===== config.mk =====
export PLATFORM = sky130hd
export DESIGN_NAME = uart_tx_flat
export DESIGN_NICKNAME = d
export VERILOG_FILES = /design/src/rtl/uart_pkg.sv /design/src/rtl/uart_tx_if.sv /design/src/rtl/uart_baud_cnt.sv /design/src/rtl/uart_tx.sv /design/src/flat_wrapper.sv
export SDC_FILE = /design/constraint.sdc
export NUM_CORES = 1
export LEC_CHECK = 0
export BUFFER_PORTS_ARGS = -buffer_cell sky130_fd_sc_hd__buf_2
export CORE_MARGIN = 2
export CORE_UTILIZATION = 57
export DETAILED_ROUTE_END_ITERATION = 12
export HOLD_SLACK_MARGIN = 0.1
export PLACE_DENSITY_LB_ADDON = 0.2
export SYNTH_ARGS = -nofsm -noshare
export SYNTH_HDL_FRONTEND = slang
export SYNTH_SLANG_ARGS = --single-unit

===== constraint.sdc =====
create_clock -name clk_i -period 5.5 [get_ports clk_i]
set_input_delay 1.1 -clock clk_i [delete_from_list [all_inputs] [get_ports clk_i]]
set_output_delay 1.1 -clock clk_i [all_outputs]
set_load 0.005 [all_outputs]

===== src/rtl/uart_pkg.sv =====
// Shared UART package: frame constants, transmitter state encoding and a
// parity helper. The receiver reuses the constants and the baud counter.
package uart_pkg;

    localparam int UART_DATA_BITS            = 8;
    localparam int UART_DEFAULT_CLKS_PER_BIT = 434;

    typedef enum logic [2:0] {
        IDLE   = 3'd0,
        START  = 3'd1,
        DATA   = 3'd2,
        PARITY = 3'd3,
        STOP   = 3'd4
    } uart_tx_state_t;

    // Even parity bit: makes the total count of ones (data + parity) even.
    function automatic logic even_parity(input logic [UART_DATA_BITS-1:0] data);
        return ^data;
    endfunction

endpackage


===== src/rtl/uart_tx_if.sv =====
// Byte handshake between the producer (master) and the UART transmitter
// (slave). A byte moves when tx_valid_i && tx_ready_o at a rising clock edge.
interface uart_tx_if;
    import uart_pkg::*;

    logic [UART_DATA_BITS-1:0] tx_data_i;
    logic                      tx_valid_i;
    logic                      tx_ready_o;

    modport master (
        output tx_data_i,
        output tx_valid_i,
        input  tx_ready_o
    );

    modport slave (
        input  tx_data_i,
        input  tx_valid_i,
        output tx_ready_o
    );

endinterface


===== src/rtl/uart_baud_cnt.sv =====
// Bit-period counter shared by the UART transmitter and receiver.
// Counts while en is high; bit_end marks the last cycle of a bit period,
// after which the counter wraps to zero. clear forces it back to zero.
module uart_baud_cnt #(
    parameter int CLKS_PER_BIT = 434
) (
    input  logic clk_i,
    input  logic rst_i,
    input  logic clear,
    input  logic en,
    output logic bit_end
);

    localparam int CNT_W = (CLKS_PER_BIT > 2) ? $clog2(CLKS_PER_BIT) : 1;
    localparam logic [CNT_W-1:0] LAST_CNT = CNT_W'(CLKS_PER_BIT - 1);

    logic [CNT_W-1:0] cnt_r;

    assign bit_end = en && (cnt_r == LAST_CNT);

    // Count cycles within the current bit; wrap at the bit boundary.
    always_ff @(posedge clk_i or posedge rst_i) begin
        if (rst_i) begin
            cnt_r <= '0;
        end else if (clear || bit_end) begin
            cnt_r <= '0;
        end else if (en) begin
            cnt_r <= cnt_r + CNT_W'(1);
        end else begin
            cnt_r <= cnt_r;
        end
    end

endmodule


===== src/rtl/uart_tx.sv =====
// UART transmitter: accepts one byte over a valid/ready handshake and
// serializes it LSB first on tx_o as start + 8 data + stop (8N1).
// Build option: define UART_TX_PARITY_EN to insert an even-parity bit
// before the stop bit (8E1). All outputs come straight from registers.
module uart_tx
    import uart_pkg::*;
#(
    parameter int CLKS_PER_BIT = UART_DEFAULT_CLKS_PER_BIT
) (
    input  logic     clk_i,
    input  logic     rst_i,
    uart_tx_if.slave tx_if,
    output logic     tx_o,
    output logic     tx_busy_o,
    output logic     tx_done_o
);

    uart_tx_state_t            state_r;
    uart_tx_state_t            state_nxt_s;
    logic [UART_DATA_BITS-1:0] shift_r;
    logic [UART_DATA_BITS-1:0] shift_nxt_s;
    logic [2:0]                idx_r;
    logic [2:0]                idx_nxt_s;
    logic                      tx_r;
    logic                      tx_nxt_s;
    logic                      ready_r;
    logic                      busy_r;
    logic                      done_r;
    logic                      done_nxt_s;
    logic                      accept_s;
    logic                      bit_end_s;
    logic                      baud_clear_s;
`ifdef UART_TX_PARITY_EN
    logic                      parity_r;
    logic                      parity_nxt_s;
`endif

    // Ready is high exactly when the FSM sits in IDLE, so this is the acceptance.
    assign accept_s     = tx_if.tx_valid_i && ready_r;
    assign baud_clear_s = (state_r == IDLE);

    assign tx_if.tx_ready_o = ready_r;
    assign tx_o             = tx_r;
    assign tx_busy_o        = busy_r;
    assign tx_done_o        = done_r;

    uart_baud_cnt #(
        .CLKS_PER_BIT(CLKS_PER_BIT)
    ) u_baud_cnt (
        .clk_i  (clk_i),
        .rst_i  (rst_i),
        .clear  (baud_clear_s),
        .en     (!baud_clear_s),
        .bit_end(bit_end_s)
    );

    // Next-state, next-line-level and datapath decisions for the frame FSM.
    always_comb begin
        state_nxt_s  = state_r;
        shift_nxt_s  = shift_r;
        idx_nxt_s    = idx_r;
        tx_nxt_s     = tx_r;
        done_nxt_s   = 1'b0;
`ifdef UART_TX_PARITY_EN
        parity_nxt_s = parity_r;
`endif
        case (state_r)
            IDLE: begin
                if (accept_s) begin
                    state_nxt_s  = START;
                    shift_nxt_s  = tx_if.tx_data_i;
                    idx_nxt_s    = 3'd0;
                    tx_nxt_s     = 1'b0;
`ifdef UART_TX_PARITY_EN
                    parity_nxt_s = even_parity(tx_if.tx_data_i);
`endif
                end else begin
                    tx_nxt_s = 1'b1;
                end
            end
            START: begin
                if (bit_end_s) begin
                    state_nxt_s = DATA;
                    tx_nxt_s    = shift_r[0];
                end else begin
                    tx_nxt_s = 1'b0;
                end
            end
            DATA: begin
                if (bit_end_s) begin
                    shift_nxt_s = {1'b0, shift_r[UART_DATA_BITS-1:1]};
                    if (idx_r == 3'd7) begin
`ifdef UART_TX_PARITY_EN
                        state_nxt_s = PARITY;
                        tx_nxt_s    = parity_r;
`else
                        state_nxt_s = STOP;
                        tx_nxt_s    = 1'b1;
`endif
                    end else begin
                        idx_nxt_s = idx_r + 3'd1;
                        tx_nxt_s  = shift_r[1];
                    end
                end else begin
                    tx_nxt_s = shift_r[0];
                end
            end
`ifdef UART_TX_PARITY_EN
            PARITY: begin
                if (bit_end_s) begin
                    state_nxt_s = STOP;
                    tx_nxt_s    = 1'b1;
                end else begin
                    tx_nxt_s = parity_r;
                end
            end
`endif
            STOP: begin
                if (bit_end_s) begin
                    state_nxt_s = IDLE;
                    tx_nxt_s    = 1'b1;
                    done_nxt_s  = 1'b1;
                end else begin
                    tx_nxt_s = 1'b1;
                end
            end
            default: begin
                state_nxt_s = IDLE;
                tx_nxt_s    = 1'b1;
            end
        endcase
    end

    // FSM state, shift register, bit index and registered outputs.
    always_ff @(posedge clk_i or posedge rst_i) begin
        if (rst_i) begin
            state_r  <= IDLE;
            shift_r  <= '0;
            idx_r    <= 3'd0;
            tx_r     <= 1'b1;
            ready_r  <= 1'b1;
            busy_r   <= 1'b0;
            done_r   <= 1'b0;
`ifdef UART_TX_PARITY_EN
            parity_r <= 1'b0;
`endif
        end else begin
            state_r  <= state_nxt_s;
            shift_r  <= shift_nxt_s;
            idx_r    <= idx_nxt_s;
            tx_r     <= tx_nxt_s;
            ready_r  <= (state_nxt_s == IDLE);
            busy_r   <= (state_nxt_s != IDLE);
            done_r   <= done_nxt_s;
`ifdef UART_TX_PARITY_EN
            parity_r <= parity_nxt_s;
`endif
        end
    end

endmodule


===== src/flat_wrapper.sv =====
// flat-port wrapper written by rule: the top's interface ports become plain ports
module uart_tx_flat import uart_pkg::*;
#(
    parameter int CLKS_PER_BIT = UART_DEFAULT_CLKS_PER_BIT
)
  (clk_i, rst_i, tx_o, tx_busy_o, tx_done_o, tx_if_tx_data_i, tx_if_tx_valid_i, tx_if_tx_ready_o);
  uart_tx_if tx_if_i ();
  input  logic clk_i;
  input  logic rst_i;
  output logic tx_o;
  output logic tx_busy_o;
  output logic tx_done_o;
  input wire logic [$bits(tx_if_i.tx_data_i)-1:0] tx_if_tx_data_i;
  input wire logic [$bits(tx_if_i.tx_valid_i)-1:0] tx_if_tx_valid_i;
  output wire logic [$bits(tx_if_i.tx_ready_o)-1:0] tx_if_tx_ready_o;
  assign tx_if_i.tx_data_i = tx_if_tx_data_i;
  assign tx_if_i.tx_valid_i = tx_if_tx_valid_i;
  assign tx_if_tx_ready_o = tx_if_i.tx_ready_o;
  uart_tx #(.CLKS_PER_BIT(CLKS_PER_BIT)) u_core (.clk_i(clk_i), .rst_i(rst_i), .tx_if(tx_if_i), .tx_o(tx_o), .tx_busy_o(tx_busy_o), .tx_done_o(tx_done_o));
endmodule

==> impl_metrics.yaml <==
worst_setup_path:
  critPathKind: "flip-flop to output port"
  critical_path_depth: 1
  worst-path-max-fanout: 3
  cpMaxStageDelayCell: "sky130_fd_sc_hd__dfstp_2"
  end_kind: "output port"
  cp_cell_sequence: "buf_2"
  worst_reg_to_reg_cells: 5
  crit_path_start_kind: "flip-flop"
  critical-path-max-stage-delay_ns: 0.56
  timing.critical_path.required_ns: 4.40
  worstPathArrival_ns: 0.98
  critical_path_buf_inv_count: 1
  cp_top_family: "flip-flops"
power:
  power.switching_fraction: 0.276
  share_clk_of_total_power: 0.191
  net-switching-power_mw: 0.121
  fraction_of_power_consumed_by_combinational_cells: 0.192
  power.density_cell_area_nw_per_um2: 293
  internal_power_mw: 0.318
  p_leak_nw: 0.694
  power.share.sequential: 0.617
  vdd.ir_drop.worst_mv: 0.247
timing:
  whs_ns: 0.504
  fmaxAchievable_mhz: 480
  setup_tns_ns: 0
  report.final.hold_viol_count: 0
  final_max_slew_viol_count: 0
  tightest_slew_ns: 1.06
  worst_slack_ns: 3.42
  finalClockSkew_ns: 0.00351
  rsz0062_at_grt: "no"
  setup_violations: 0
  layout_min_cycle_time_ns: 2.08
  slew_limit_headroom: 0.290
  timing.final.crit_share: 0.379
synthesis:
  synth_ff_type: "sky130_fd_sc_hd__dfrtp_1"
  post_synth_main_area_contributors: "sky130_fd_sc_hd__dfrtp_1, sky130_fd_sc_hd__mux2_4, sky130_fd_sc_hd__mux2_2"
  mappedNetlistArea_sq_um: 1400
  synth_most_common_cell: "sky130_fd_sc_hd__dfrtp_1"
  edff_count_synth: 0
  syn_area_per_cell_sq_um: 11.8
  post_synth_top_area_share: 0.448
  postSynthNetCount: 133
  async_reset_ff_frac: 1.00
  synthDistinctLibCells: 39
  yosysWarningCount: 0
  yosys_register_bits: 27
  synth_top_cell_by_area: "sky130_fd_sc_hd__dfrtp_1"
  synth.yosys.seq_area_share: 0.486
  post_synth_most_frequent_cells: "sky130_fd_sc_hd__dfrtp_1, sky130_fd_sc_hd__nor2_1, sky130_fd_sc_hd__mux2_2, sky130_fd_sc_hd__mux2_4"
  syn-instance-count: 118
clock_tree:
  cts.clk_slew.worst_paths_ns: 0.14
  number_of_hold_repair_buffers_added_at_the_cts_stage: 0
  cts_tree: "yes"
  post_cts_resized: 0
  ctsRootBufferMaster: "sky130_fd_sc_hd__clkbuf_4"
  post_cts.repair.setup_buffers: 0
  clk_latency_ns: 0.32
  cts_htree_levels: 1
  numClockSinks: 27
  cts_made_buffers: 3
  clockBufferDepth: 2
global_route:
  grt_start_max_net_pins: 28
  grt_first_pass_wirelength_um: 3820
  total_global_routing_track_utilization: 0.187
  globalRouteOverflowTotal: 0
  grt_antenna_before_repair: 0
  first_global_vias: 868
finish:
  insertedDiodeCount: 0
  layout-drive-gt1-share: 0.321
  area.growth.synth_to_final_pct: 7.17
  final_nets: 147
floorplanning:
  std_cell_rows: 17
  fp.coreArea_sq_um: 2250
  die_h_um: 53.5
  io_pins: 15
  start_util: 0.619
  die-width_um: 53.5
  fp.dieArea_sq_um: 2860
placement:
  finalWeightedCongestion: 0.810
  place_hpwl_um: 1570
  io_buffer_count: 14
  dp_slack_ns: 3.30
routing:
  drt_drc_violations_left: 0
  drt_iter0_markers: 10
  ant_nets: 0
  routed_wirelength_um: 2170
  detail_route.first_pass.iterations: 4
  routed_via_density: 5.65
  detailroute.via_count: 898
  wire_per_inst_um: 13.6
hold_path:
  hold_class: "flip-flop to flip-flop"
  hold_path_depth: 1
flow_run:
  drv_cap: 0
run_status:
  outcome: "finished, final reports clean"
## metrics by stage
step,area (sq um),util,total power [mW],cells
finish,1500,0.664,0.439,159
global route,1500,0.664,0.467,159
CTS,1500,0.664,0.446,159
detailed placement,1470,0.652,0.361,155
global placement,1470,0.652,0.354,155
floorplan,1400,-,0.336,118
## placed cells by master, fill, tap and decap left out, types with 2 or more instances in the layout
| cell type | instances |
|---|---|
| sky130_fd_sc_hd__dfrtp_1 | 25 |
| sky130_fd_sc_hd__buf_2 | 14 |
| sky130_fd_sc_hd__nor2_1 | 12 |
| sky130_fd_sc_hd__mux2_2 | 7 |
| sky130_fd_sc_hd__mux2_4 | 7 |
| sky130_fd_sc_hd__nand2_1 | 5 |
| sky130_fd_sc_hd__xnor2_1 | 5 |
| sky130_fd_sc_hd__a21oi_1 | 5 |
| sky130_fd_sc_hd__inv_1 | 4 |
| sky130_fd_sc_hd__ha_1 | 4 |
| sky130_fd_sc_hd__nand3_1 | 3 |
| sky130_fd_sc_hd__a31oi_1 | 3 |
| sky130_fd_sc_hd__clkbuf_4 | 3 |
| sky130_fd_sc_hd__nand2b_1 | 2 |
| sky130_fd_sc_hd__xor2_1 | 2 |
| sky130_fd_sc_hd__nor2b_1 | 2 |
| sky130_fd_sc_hd__o21ai_0 | 2 |
| sky130_fd_sc_hd__and3_1 | 2 |
| sky130_fd_sc_hd__a22o_1 | 2 |
| sky130_fd_sc_hd__dfstp_2 | 2 |
## final timing paths
check,end,slack [ns],startpoint
min reg2reg,u_core.u_baud_cnt.cnt_r[0]$_DFFE_PP0P_,0.50,u_core.u_baud_cnt.cnt_r[0]$_DFFE_PP0P_
max,tx_if_tx_ready_o,3.42,u_core.tx_if.tx_ready_o$_DFF_PP1_
min in group asynchronous,u_core.shift_r[2]$_DFFE_PP0P_,0.98,rst_i
max in group asynchronous,u_core.idx_r[2]$_DFFE_PP0P_,3.92,rst_i
min,u_core.u_baud_cnt.cnt_r[0]$_DFFE_PP0P_,0.50,u_core.u_baud_cnt.cnt_r[0]$_DFFE_PP0P_
max reg2reg,u_core.shift_r[6]$_DFFE_PP0P_,3.62,u_core.u_baud_cnt.cnt_r[0]$_DFFE_PP0P_
## logic make-up (layout without fill, tap and decap cells)
logic type	count (synthesis)	count (layout)	share of synthesized area
AND/OR/NAND/NOR	38	38	0.170
flip-flops	27	27	0.486
AO/OA/AOI/OAI	18	18	0.0914
multiplexers	15	15	0.140
buffers and inverters	9	22	0.0332
XOR/XNOR	7	7	0.0439
adder cells (fa/ha/maj)	4	4	0.0358
## metal layers
layer,global-route usage,wire (um),vias to the layer above
met4,0.0897,43,0
met5,0,0,-
met1,0.267,1070,429
li1,-,-,444
met3,0.0254,63,5
met2,0.278,994,20
## state kept, by name, indices dropped and copies added, names as in the netlist
register,flops
u_core.idx_r,3
u_core.shift_r,8
u_core.state_r,3
u_core.tx_busy_o,1
u_core.tx_done_o,1
u_core.tx_if.tx_ready_o,1
u_core.tx_o,1
u_core.u_baud_cnt.cnt_r,9
## power groups by stage
stage               Combinational [mW]  Clock, mW  Sequential [mW]
floorplan                       0.0708          0            0.265
global placement                0.0809          0            0.273
detailed placement              0.0862          0            0.275
CTS                             0.0866     0.0880            0.271
global route                    0.0959     0.0939            0.277
finish                          0.0842     0.0838            0.271
## area by class of cell
| type | instances | area [sq um] |
|---|---|---|
| tap | 28 | 35.0 |
| inverter | 4 | 15.0 |
| sequential | 27 | 678 |
| timing repair buffer | 14 | 70.1 |
| clock buffer | 4 | 26.3 |
| fill | 187 | 758 |
| multi-input combinational | 82 | 672 |
Note: power is estimated with default switching activity, not from simulation.
